**config.mk**
```make
export PLATFORM = sky130hd
export DESIGN_NAME = demux_sched4_flat
export DESIGN_NICKNAME = d
export VERILOG_FILES = /design/src/rtl/demux_sched4_if.sv /design/src/rtl/demux_sched4.sv /design/src/flat_wrapper.sv
export SDC_FILE = /design/constraint.sdc
export NUM_CORES = 1
export LEC_CHECK = 0
export BUFFER_PORTS_ARGS = -buffer_cell sky130_fd_sc_hd__buf_4
export CELL_PAD_IN_SITES_DETAIL_PLACEMENT = 0
export CELL_PAD_IN_SITES_GLOBAL_PLACEMENT = 2
export CORE_MARGIN = 2
export CORE_UTILIZATION = 33
export DETAILED_ROUTE_END_ITERATION = 16
export HOLD_SLACK_MARGIN = 0.12
export PLACE_DENSITY_LB_ADDON = 0.1
export SYNTH_ARGS = -nofsm -noshare
export SYNTH_HDL_FRONTEND = slang
export SYNTH_SLANG_ARGS = --single-unit
```
**constraint.sdc**
```tcl
create_clock -name clk -period 2 [get_ports clk]
set_clock_uncertainty 0.1 [all_clocks]
set_input_delay 0.4 -clock clk [delete_from_list [all_inputs] [get_ports clk]]
set_output_delay 0.4 -clock clk [all_outputs]
set_load 0.005 [all_outputs]
```
**src/rtl/demux_sched4_if.sv**
```systemverilog
// Handshake bundle between one producer, the demux_sched4 scheduler and its
// four consumers.
//   master : producer/consumer side (drives mode, in_*, out_ready)
//   slave  : scheduler side (drives in_ready, out_*, rr_ptr, counters, drop)
interface demux_sched4_if #(
    parameter int unsigned WIDTH = 8,
    parameter int unsigned CNT_W = 8
);
    logic             mode;
    logic [WIDTH-1:0] in_data;
    logic [1:0]       in_sel;
    logic             in_valid;
    logic             in_ready;
    logic [WIDTH-1:0] out_data;
    logic [3:0]       out_valid;
    logic [3:0]       out_ready;
    logic [1:0]       rr_ptr;
    logic [CNT_W-1:0] deliv_cnt;
    logic [CNT_W-1:0] drop_cnt;
    logic             drop;

    modport master (
        output mode, in_data, in_sel, in_valid, out_ready,
        input  in_ready, out_data, out_valid, rr_ptr, deliv_cnt, drop_cnt, drop
    );

    modport slave (
        input  mode, in_data, in_sel, in_valid, out_ready,
        output in_ready, out_data, out_valid, rr_ptr, deliv_cnt, drop_cnt, drop
    );
endinterface

```
**src/rtl/demux_sched4.sv**
```systemverilog
// 1-to-4 demux scheduler: accepts one word, offers it to a single channel
// chosen by in_sel (addressed) or the round-robin pointer, and drops it if
// the channel stays not-ready for TIMEOUT cycles (0 = never drop).
// Ports:
//   clk  : clock, rising edge
//   rst  : asynchronous active-high reset
//   bus  : demux_sched4_if.slave (producer handshake, four consumer
//          channels, rr_ptr, delivered/dropped counters, drop pulse)
module demux_sched4 #(
    parameter int unsigned WIDTH   = 8,
    parameter int unsigned TIMEOUT = 8,
    parameter int unsigned CNT_W   = 8
) (
    input  logic           clk,
    input  logic           rst,
    demux_sched4_if.slave  bus
);

    localparam int unsigned WAIT_W = (TIMEOUT > 2) ? $clog2(TIMEOUT) : 1;
    localparam logic [WAIT_W-1:0] WAIT_LAST =
        (TIMEOUT == 0) ? '0 : WAIT_W'(TIMEOUT - 1);

    typedef enum logic {
        IDLE = 1'b0,
        HOLD = 1'b1
    } state_t;

    state_t            state;
    logic [WIDTH-1:0]  data_q;
    logic [1:0]        dest_q;
    logic              rr_acc_q;
    logic [WAIT_W-1:0] wait_q;
    logic [1:0]        rr_q;
    logic [CNT_W-1:0]  deliv_q;
    logic [CNT_W-1:0]  drop_cnt_q;
    logic              drop_q;
    logic              in_ready_q;
    logic [3:0]        out_valid_q;

    logic [1:0] sel_dest;
    logic       dest_ready;
    logic       timeout_hit;

    // Destination chosen at acceptance; readiness of the held word's channel.
    assign sel_dest    = bus.mode ? rr_q : bus.in_sel;
    assign dest_ready  = bus.out_ready[dest_q];
    assign timeout_hit = (TIMEOUT != 0) && (wait_q == WAIT_LAST);

    // Scheduler FSM with registered outputs.
    always_ff @(posedge clk or posedge rst) begin
        if (rst) begin
            state       <= IDLE;
            data_q      <= '0;
            dest_q      <= 2'd0;
            rr_acc_q    <= 1'b0;
            wait_q      <= '0;
            rr_q        <= 2'd0;
            deliv_q     <= '0;
            drop_cnt_q  <= '0;
            drop_q      <= 1'b0;
            in_ready_q  <= 1'b1;
            out_valid_q <= 4'b0000;
        end else begin
            drop_q <= 1'b0;
            case (state)
                IDLE: begin
                    if (bus.in_valid) begin
                        data_q      <= bus.in_data;
                        dest_q      <= sel_dest;
                        rr_acc_q    <= bus.mode;
                        wait_q      <= '0;
                        in_ready_q  <= 1'b0;
                        out_valid_q <= 4'b0001 << sel_dest;
                        state       <= HOLD;
                    end
                end
                HOLD: begin
                    // Delivery takes priority over a coincident timeout.
                    if (dest_ready || timeout_hit) begin
                        if (dest_ready) begin
                            deliv_q <= deliv_q + CNT_W'(1);
                        end else begin
                            drop_cnt_q <= drop_cnt_q + CNT_W'(1);
                            drop_q     <= 1'b1;
                        end
                        // Pointer advances only for words taken in round-robin mode.
                        if (rr_acc_q) begin
                            rr_q <= dest_q + 2'd1;
                        end
                        in_ready_q  <= 1'b1;
                        out_valid_q <= 4'b0000;
                        state       <= IDLE;
                    end else begin
                        wait_q <= wait_q + WAIT_W'(1);
                    end
                end
                default: begin
                    in_ready_q  <= 1'b1;
                    out_valid_q <= 4'b0000;
                    state       <= IDLE;
                end
            endcase
        end
    end

    assign bus.in_ready  = in_ready_q;
    assign bus.out_data  = data_q;
    assign bus.out_valid = out_valid_q;
    assign bus.rr_ptr    = rr_q;
    assign bus.deliv_cnt = deliv_q;
    assign bus.drop_cnt  = drop_cnt_q;
    assign bus.drop      = drop_q;

endmodule

```
**src/flat_wrapper.sv**
```systemverilog
// flat-port wrapper written by rule: the top's interface ports become plain ports
module demux_sched4_flat 
#(
    parameter int unsigned WIDTH   = 8,
    parameter int unsigned TIMEOUT = 8,
    parameter int unsigned CNT_W   = 8
)
  (clk, rst, bus_mode, bus_in_data, bus_in_sel, bus_in_valid, bus_out_ready, bus_in_ready, bus_out_data, bus_out_valid, bus_rr_ptr, bus_deliv_cnt, bus_drop_cnt, bus_drop);
  demux_sched4_if #(.WIDTH(WIDTH), .CNT_W(CNT_W)) bus_i ();
  input  logic clk;
  input  logic rst;
  input wire logic [$bits(bus_i.mode)-1:0] bus_mode;
  input wire logic [$bits(bus_i.in_data)-1:0] bus_in_data;
  input wire logic [$bits(bus_i.in_sel)-1:0] bus_in_sel;
  input wire logic [$bits(bus_i.in_valid)-1:0] bus_in_valid;
  input wire logic [$bits(bus_i.out_ready)-1:0] bus_out_ready;
  output wire logic [$bits(bus_i.in_ready)-1:0] bus_in_ready;
  output wire logic [$bits(bus_i.out_data)-1:0] bus_out_data;
  output wire logic [$bits(bus_i.out_valid)-1:0] bus_out_valid;
  output wire logic [$bits(bus_i.rr_ptr)-1:0] bus_rr_ptr;
  output wire logic [$bits(bus_i.deliv_cnt)-1:0] bus_deliv_cnt;
  output wire logic [$bits(bus_i.drop_cnt)-1:0] bus_drop_cnt;
  output wire logic [$bits(bus_i.drop)-1:0] bus_drop;
  assign bus_i.mode = bus_mode;
  assign bus_i.in_data = bus_in_data;
  assign bus_i.in_sel = bus_in_sel;
  assign bus_i.in_valid = bus_in_valid;
  assign bus_i.out_ready = bus_out_ready;
  assign bus_in_ready = bus_i.in_ready;
  assign bus_out_data = bus_i.out_data;
  assign bus_out_valid = bus_i.out_valid;
  assign bus_rr_ptr = bus_i.rr_ptr;
  assign bus_deliv_cnt = bus_i.deliv_cnt;
  assign bus_drop_cnt = bus_i.drop_cnt;
  assign bus_drop = bus_i.drop;
  demux_sched4 #(.WIDTH(WIDTH), .TIMEOUT(TIMEOUT), .CNT_W(CNT_W)) u_core (.clk(clk), .rst(rst), .bus(bus_i));
endmodule
```
==> results of run 1 <==
## worst max-delay path, delay by kind of cell, from the launching register on
kind / cells / cell delay, ps
simple gates: 1 / 230
mux: 2 / 1050
flops: 1 / 420
## synth_stat cells, types with 2 or more instances
| master | instances |
|---|---|
| o21ai_0 | 2 |
| nor2b_1 | 3 |
| and3_1 | 3 |
| xnor2_1 | 7 |
| nand2_1 | 6 |
| nor4_2 | 5 |
| xor2_1 | 8 |
| nand4_1 | 5 |
| clkbuf_1 | 4 |
| nand2b_1 | 3 |
| o22ai_1 | 3 |
| mux2_2 | 9 |
| ha_1 | 4 |
| mux2i_1 | 3 |
| dfrtp_1 | 38 |
| buf_6 | 2 |
| inv_2 | 2 |
| o32ai_1 | 2 |
| nand3_1 | 6 |
| a311oi_1 | 2 |
| inv_1 | 4 |
| mux2_1 | 5 |
| nor2_1 | 7 |
## worst max-delay path by stage
stage                     depth (start not counted)                    to              from  slack [ps]
after global routing                              3      u_core.wait_q[1]  u_core.dest_q[0]           9
after detailed placement                          4      u_core.wait_q[1]  bus_out_ready[3]          20
after global placement                            4      u_core.wait_q[1]  bus_out_ready[3]          50
after floorplan                                   4  u_core.bus.rr_ptr[1]  u_core.dest_q[0]         190
after CTS                                         3      u_core.wait_q[1]  u_core.dest_q[0]          40
final                                             3      u_core.wait_q[2]  u_core.dest_q[0]          70
## logic make-up (layout without fill, tap and decap cells)
| logic type | count (synthesis) | count (layout) | share of synthesized area (%) |
|---|---|---|---|
| AOI/OAI and AO/OA | 16 | 16 | 6.347 |
| buffers and inverters | 13 | 73 | 3.510 |
| adders and majority gates | 4 | 4 | 2.701 |
| DFF | 39 | 39 | 52.73 |
| and+or+nand+nor | 46 | 46 | 16.27 |
| xor gates and xnor gates | 15 | 15 | 7.090 |
| muxes | 18 | 18 | 11.34 |
## stage by stage
| stage | std cells | setup WS (ps) | hold WS [ps] | utilization (%) |
|---|---|---|---|---|
| 3_3_place_gp | 275 | 49.04 | 361.1 | 42.82 |
| 6_report | 283 | 73.33 | 137.7 | 44.28 |
| 5_1_grt | 283 | 9.134 | 192.6 | 44.28 |
| 2_1_floorplan | 151 | 193.1 | 349.0 | - |
| 3_5_place_dp | 275 | 18.26 | 376.1 | 42.82 |
| 4_1_cts | 283 | 40.18 | 155.2 | 44.28 |
## state kept, by name, summed over array words and instances, names as in the netlist
| name | cells |
|---|---|
| u_core.bus.deliv_cnt | 8 |
| u_core.rr_acc_q | 1 |
| u_core.bus.out_valid | 4 |
| u_core.wait_q | 3 |
| u_core.bus.rr_ptr | 2 |
| u_core.bus.drop | 1 |
| u_core.state | 1 |
| u_core.bus.in_ready | 1 |
| u_core.bus.out_data | 8 |
| u_core.dest_q | 2 |
| u_core.bus.drop_cnt | 8 |
## layer usage
layer / GRT usage, % / part of all wire, %
met5: 0 / 0
met4: 4.138 / 1.3
met3: 3.523 / 5.4
met2: 25.21 / 52
met1: 17.66 / 41
## power breakdown
group	switching, mW	internal, mW	leakage, nW
logic	0.562	0.706	0.594
registers	0.287	1.08	0.477
clock network	0.252	0.248	0.0395
total	1.10	2.04	1.11
## layout make-up
cell class	instances	area, um^2
well taps	72	90.09
fillers	557	3049
repair buffers	59	442.9
clock buffers	8	80.08
multi-input cells	99	810.8
inverters	6	22.52
flip-flops and latches	39	977.2
==> results by group, run 1 <==
Synthesis
  • Synth async-reset ratio: 100.0%
  • Syn_area_per_cell: 12.27 um^2
  • Register area share after synthesis: 52.73%
  • Yosys warns: 0
  • Post-synth top area share: 51.32%
  • Cell taking the most area after synthesis: dfrtp_1
  • Post-synth EDFFs: 0
  • Post-Syn Nets: 173
  • Synth cell types: 41
  • Post-Syn Instances: 151
  • Post-synthesis register bit count: 39
  • Post-Syn Area: 1853 um^2
  • Top cells by area, synth: dfrtp_1 51%, mux2_2 5.5%, xor2_1 3.8%
  • Main synth FF type: dfrtp_1

Power and ir drop
  • PwrDens: 1295 nW/um^2
  • Worst VDD drop: 0.4465 mV
  • Leak: around 1.1 nW
  • Total power: 3.139 mW

Global route
  • Total gr overflow: 0
  • Largest net degree at the start of global routing: 40
  • Antenna violations before repair: 0
  • Vias in the first global route: 1470
  • Total GRT Usage: between 10 and 15%
  • First-pass GRT wire length: 7010 um

Route
  • DRC Markers: 0
  • Total Wirelength: ~4100 um
  • Routed wire per std cell: 14.51 um
  • Vias: 1387
  • ANT nets after route: 0
  • DRT Pass-1 Iters: 4
  • Via-per-instance ratio: 4.901
  • DR iter-0 viols: between 40 and 50

Clocking
  • Root buffer cell: clkbuf_8
  • CTS resizes: 0
  • Clock-pin slew of the registers on the worst-case setup and hold paths: 70 ps
  • Post-CTS setup buffers: 0
  • CTS sink cnt: 39
  • Longest Clk Path Bufs: 2
  • CTS tree: built
  • CTS buffer count: 5
  • Clock Latency Late Sink: 280 ps
  • # hold bufs at CTS: 0
  • H-tree depth: 2

Worst hold path
  • Worst min path class: primary input to async pin

Floorplan
  • Ports: 50
  • Die Wd: a little under 80 um
  • # rows: 27
  • Core area: 5473 um^2
  • Die height: just under 80 um
  • Full die area: 6231 um^2
  • Starting Density: 33.86%

STA
  • RSZ-0062 raised after global routing: no
  • Setup violators final: 0
  • Final period utilization: 96.33%
  • Max Slew Vio Count: 0
  • Setup_tns: 0 ps
  • Final min period: 1927 ps
  • Final Hold Fails: 0
  • Relative slew slack: between 60 and 70%
  • Worst slew pin tran: about 510 ps
  • Highest clock rate: 0.5190 GHz

Final layout
  • Commonest non-fill, non-tap cell in the layout: buf_4
  • Diodes inserted: 0
  • Highest-count cells in the layout ignoring fill and taps: 59 x buf_4, 38 x dfrtp_1, 9 x mux2_2
  • Design area: 2424 um^2
  • Area growth, synth to finish: 30.79%
  • # nets final: 232
  • Share of cells above drive strength 1: 40.76%

Setup path
  • Crit-path slowest cell: mux4_2
  • Startpoint Class: flop
  • Crit path kind: flop to flop
  • Crit path cell chain: mux4_2, nor2_2, mux2_1
  • Worst r2r src: u_core.dest_q[0]
  • Worst reg2reg setup slack: 70 ps
  • Worst Setup End Kind: flop
  • CP peak stage delay: around 710 ps
  • WP data arrival: 1990 ps
  • CP Max Fanout: 13
  • Worst r2r dst: u_core.wait_q[2]
  • CP required: 2060 ps
  • Register-to-Register Path Depth: 3

Placement
  • Post-DP Area: 2344 um^2
  • Placed wire-length estimate: around 3000 um
  • PortBufs: 49
  • Placer Congestion: 0.7014

Run
  • MaxCap Viol Count: 0

Outcome
  • Status: completed
No activity file was read; power rests on OpenSTA's default activity.
==> run 2: changes to the inputs <==
Clock period 2 ns to 2.15 ns, I/O delays scaled along.
==> run 2 against run 1 <==
Clock power fell by 6.6%. Critical path depth increased by 1. Sequential power fell by 6%. Design area down 1.2%. Via count shrank 2.2%. Setup slack better by 74 ps. Fmax down 3.8%. Combinational power fell by 11%. Routed wire length down 1.6%. First-iteration DRC count up 20%. Critical endpoint is now u_core.bus.drop_cnt[3]. Highest routed layer unchanged.
==> results by group, run 2 (synthesis results as in run 1) <==
Clocking
  • Clock-pin slew of the registers on the worst-case setup and hold paths: 70 ps
  • CTS resizes: 0
  • H-tree depth: 2
  • Longest Clk Path Bufs: 2
  • CTS tree: built
  • CTS buffer count: 5
  • CTS sink cnt: 39
  • # hold bufs at CTS: 0
  • Root buffer cell: clkbuf_8
  • Clock Latency Late Sink: roughly 280 ps
  • Post-CTS setup buffers: 0

Power and ir drop
  • Leak: 1.091 nW
  • PwrDens: approximately 1200 nW/um^2
  • Total power: 2.887 mW
  • Worst VDD drop: 0.4955 mV

Setup path
  • Crit path capture: u_core.bus.drop_cnt[3]
  • Worst r2r dst: u_core.bus.drop_cnt[3]
  • Worst Setup End Kind: flop
  • Register-to-Register Path Depth: 4
  • Startpoint Class: flop
  • Worst reg2reg setup slack: 150 ps
  • Crit path kind: flop to flop
  • WP data arrival: 2110 ps
  • CP startpoint: u_core.dest_q[0]
  • CP Max Fanout: 15
  • Worst r2r src: u_core.dest_q[0]
  • CP required: 2250 ps

Outcome
  • Status: completed

Worst hold path
  • Worst min path class: primary input to async pin

Final layout
  • Diodes inserted: 0
  • Final-layout fill cell count: approximately 540
  • Area growth, synth to finish: 29.17%
  • Register area: 977.2 um^2
  • # nets final: approximately 230
  • Share of cells above drive strength 1: 39.61%
  • Finished Core Util: 43.74%
  • Design area: 2394 um^2
  • Area occupied by multi-input gates: just over 800 um^2
  • Commonest non-fill, non-tap cell in the layout: buf_4
  • Highest-count cells in the layout ignoring fill and taps: 55 x buf_4, 38 x dfrtp_1, 9 x mux2_2

Floorplan
  • Die Wd: 78.94 um
  • Ports: 50
  • Full die area: 6231 um^2
  • Core area: around 5500 um^2
  • # rows: 27
  • Die height: 78.94 um
  • Starting Density: 33.86%

STA
  • Relative slew slack: 65.10%
  • Setup_tns: 0 ps
  • Setup violators final: 0
  • Highest clock rate: 0.4993 GHz
  • Hold WS: 154.5 ps
  • Worst slew pin tran: roughly 520 ps
  • RSZ-0062 raised after global routing: no
  • Final Hold Fails: 0
  • Max Slew Vio Count: 0
  • Final period utilization: 93.15%
  • Final min period: 2003 ps

Route
  • DRC Markers: 0
  • Vias: 1356
  • Via-per-instance ratio: 4.860
  • ANT nets after route: 0
  • Total Wirelength: between 4000 and 5000 um
  • Routed wire per std cell: 14.48 um
  • DRT Pass-1 Iters: 4
  • DR iter-0 viols: 55

Run
  • MaxCap Viol Count: 0

Global route
  • Antenna violations before repair: 0
  • Largest net degree at the start of global routing: 40
  • First-pass GRT wire length: 6927 um
  • Total gr overflow: 0
  • Vias in the first global route: 1455
  • Total GRT Usage: 14.48%

Placement
  • Placer Congestion: 0.7495
  • PortBufs: between 40 and 50
  • Placed wire-length estimate: roughly 3000 um
  • Post-DP Area: 2313 um^2
[run 2: worst min path at each step]
| stage | startpoint | endpoint | slack, ps | depth (start not counted) |
|---|---|---|---|---|
| after global placement | u_core.bus.drop_cnt[7] | u_core.bus.drop_cnt[7] | 360 | 1 |
| after detailed placement | u_core.bus.drop_cnt[7] | u_core.bus.drop_cnt[7] | 370 | 1 |
| after floorplan | u_core.wait_q[0] | u_core.wait_q[0] | 350 | 1 |
| after CTS | rst | u_core.bus.drop_cnt[2] | 180 | 3 |
| final | rst | u_core.bus.drop | 150 | 3 |
| after global routing | rst | u_core.bus.drop | 190 | 3 |
[run 2: critical path, stage by stage, from the launching register on]
cell and delay [ps]:
dfrtp_1 420, mux4_2 730, buf_4 240, nor4_2 240
xor2_1 190
[run 2: report_power, final]
| group | leakage [nW] | internal, mW | switching (mW) |
|---|---|---|---|
| Clock | 0.0395 | 0.230 | 0.235 |
| Sequential | 0.477 | 1.01 | 0.285 |
| Combinational | 0.574 | 0.631 | 0.497 |
[run 2: area by class of cell]
class | instances | share of cell area (%)
flip-flops and latches | 39 | 40.83
multi-input cells | 99 | 33.87
repair buffers | 55 | 17.25
well taps | 72 | 3.764
clock buffers | 8 | 3.346
inverters | 6 | 0.9409
[run 2: per-stage QoR]
stage / setup WS (ps) / instances
2_1_floorplan: 343.1 / 151
3_3_place_gp: 146.1 / 271
3_5_place_dp: 58.37 / 271
4_1_cts: 99.80 / 279
6_report: 147.3 / 279
5_1_grt: 59.85 / 279
[run 2: per-layer routing]
metal	global-route usage [%]	part of all wire, %	routed length [um]
met2	25.64	50	2020
met5	0	0	0
met1	16.57	44	1758
met3	4.205	4.9	198
met4	5.345	1.5	61
==> run 3: changes to the inputs <==
Settings changed: CTS_BUF_LIST set to sky130_fd_sc_hd__clkbuf_4 sky130_fd_sc_hd__clkbuf_8 sky130_fd_sc_hd__clkbuf_16.
==> run 3 against run 2 <==
Via count is 1.1% higher. Sequential share of layout area shrank 0.19 points. Non-clock buffer count stayed put. Highest routed layer unchanged. Routed wire length is the same. Sequential power about the same. Critical path depth did not move. Sequential cell count unchanged. Combinational power about the same.
==> results by group, run 3 (synthesis results as in run 1) <==
Clocking
  • Longest Clk Path Bufs: 2
  • # hold bufs at CTS: 0
  • CTS sink cnt: 39
  • Clock Latency Late Sink: about 280 ps
  • CTS tree: built
  • Clock-pin slew of the registers on the worst-case setup and hold paths: about 70 ps
  • H-tree depth: 2
  • CTS resizes: 0
  • CTS buffer count: 5
  • Root buffer cell: clkbuf_8
  • Post-CTS setup buffers: 0

Global route
  • Vias in the first global route: 1453
  • Total gr overflow: 0
  • Largest net degree at the start of global routing: 40
  • Total GRT Usage: 14.48%
  • Antenna violations before repair: 0
  • First-pass GRT wire length: 6927 um

Final layout
  • Commonest non-fill, non-tap cell in the layout: buf_4
  • Area growth, synth to finish: 29.78%
  • # nets final: 228
  • Area occupied by multi-input gates: 810.8 um^2
  • Final-layout fill cell count: 539
  • Diodes inserted: 0
  • Share of cells above drive strength 1: between 40% and 50%
  • Highest-count cells in the layout ignoring fill and taps: 55 x buf_4, 38 x dfrtp_1, 9 x mux2_2
  • Finished Core Util: 43.94%
  • Register area: 977.2 um^2

Power and ir drop
  • Leak: 1.101 nW
  • PwrDens: around 1200 nW/um^2
  • Worst VDD drop: 0.4935 mV
  • Total power: 2.924 mW

Setup path
  • Worst reg2reg setup slack: 150 ps
  • CP Max Fanout: 15
  • Crit path kind: flop to flop
  • CP startpoint: u_core.dest_q[0]
  • Startpoint Class: flop
  • WP data arrival: 2110 ps
  • Register-to-Register Path Depth: 4
  • CP required: 2250 ps
  • Worst r2r src: u_core.dest_q[0]
  • Worst Setup End Kind: flop
  • Worst r2r dst: u_core.bus.drop_cnt[3]

STA
  • RSZ-0062 raised after global routing: no
  • Setup violators final: 0
  • Worst slew pin tran: 525.1 ps
  • Highest clock rate: 0.4994 GHz
  • Setup_tns: 0 ps
  • Final min period: between 2000 and 2500 ps
  • Final period utilization: 93.14%
  • Relative slew slack: between 60% and 70%
  • Final Hold Fails: 0
  • Max Slew Vio Count: 0

Placement
  • Placed wire-length estimate: 2999 um
  • Placer Congestion: around 0.75
  • PortBufs: 49

Route
  • Via-per-instance ratio: 4.914
  • DR iter-0 viols: 51
  • DR top layer: met4
  • DRC Markers: 0
  • Metal3 WL: 211 um
  • Routed wire per std cell: around 14 um
  • Vias: 1371
  • Total Wirelength: 4039 um
  • ANT nets after route: 0
  • Met2 WL post-DR: 2023 um
  • DRT Pass-1 Iters: 4
  • Metal-1 WL: 1742 um

Outcome
  • Status: completed

Floorplan
  • Full die area: approximately 6200 um^2
  • Ports: 50
  • # rows: 27
  • Die height: 78.94 um
  • Starting Density: 33.86%
  • Core area: 5473 um^2
  • Die Wd: between 70 and 80 um

Worst hold path
  • Worst min path class: primary input to async pin

Run
  • MaxCap Viol Count: 0
-- run 3: cell counts in the layout (fill, tap and decap cells not counted) --
Identical to the previous run, type by type.
-- run 3: area by class of cell --
type | instances | share of cell area (%)
repair buffers | 55 | 17.17
inverters | 6 | 0.9365
well taps | 72 | 3.746
flip-flops and latches | 39 | 40.63
multi-input cells | 99 | 33.71
clock buffers | 8 | 3.798
-- run 3: power by group --
| group | total [mW] | switching [mW] | leakage (nW) | internal (mW) |
|---|---|---|---|---|
| combinational | 1.13 | 0.497 | 0.574 | 0.631 |
| clock | 0.503 | 0.235 | 0.0498 | 0.268 |
| sequential | 1.29 | 0.286 | 0.477 | 1.01 |
| total | 2.92 | 1.02 | 1.10 | 1.91 |
-- run 3: layer usage --
metal,vias up,GRT usage [%]
met2,40,25.56
met3,6,4.205
li1,650,-
met1,675,16.64
met5,-,0
met4,0,5.345
-- run 3: through the flow --
step | worst slack [ps] | instances | area [um^2] | hold slack, ps
finish | 147.5 | 279 | 2405 | 154.3
floorplan | 343.1 | 151 | 1853 | 349.0
detailed placement | 58.37 | 271 | 2313 | 374.1
global route | 57.07 | 279 | 2405 | 192.0
global placement | 146.1 | 271 | 2313 | 362.3
CTS | 99.50 | 279 | 2405 | 179.3
-- run 3: how the worst max path moves through the flow --
| stage | end | slack (ps) | cells after the start |
|---|---|---|---|
| 2_1_floorplan | u_core.bus.rr_ptr[1] | 340 | 4 |
| 3_3_place_gp | u_core.wait_q[1] | 150 | 4 |
| 3_5_place_dp | u_core.bus.drop_cnt[3] | 60 | 5 |
| 4_1_cts | u_core.bus.drop_cnt[3] | 100 | 4 |
| 5_1_grt | u_core.bus.drop_cnt[3] | 60 | 4 |
| 6_report | u_core.bus.drop_cnt[3] | 150 | 4 |
-- run 3: critical path, stage by stage (launching register included) --
cell,delay (ps)
dfrtp_1,420
mux4_2,730
buf_4,240
nor4_2,240
xor2_1,190
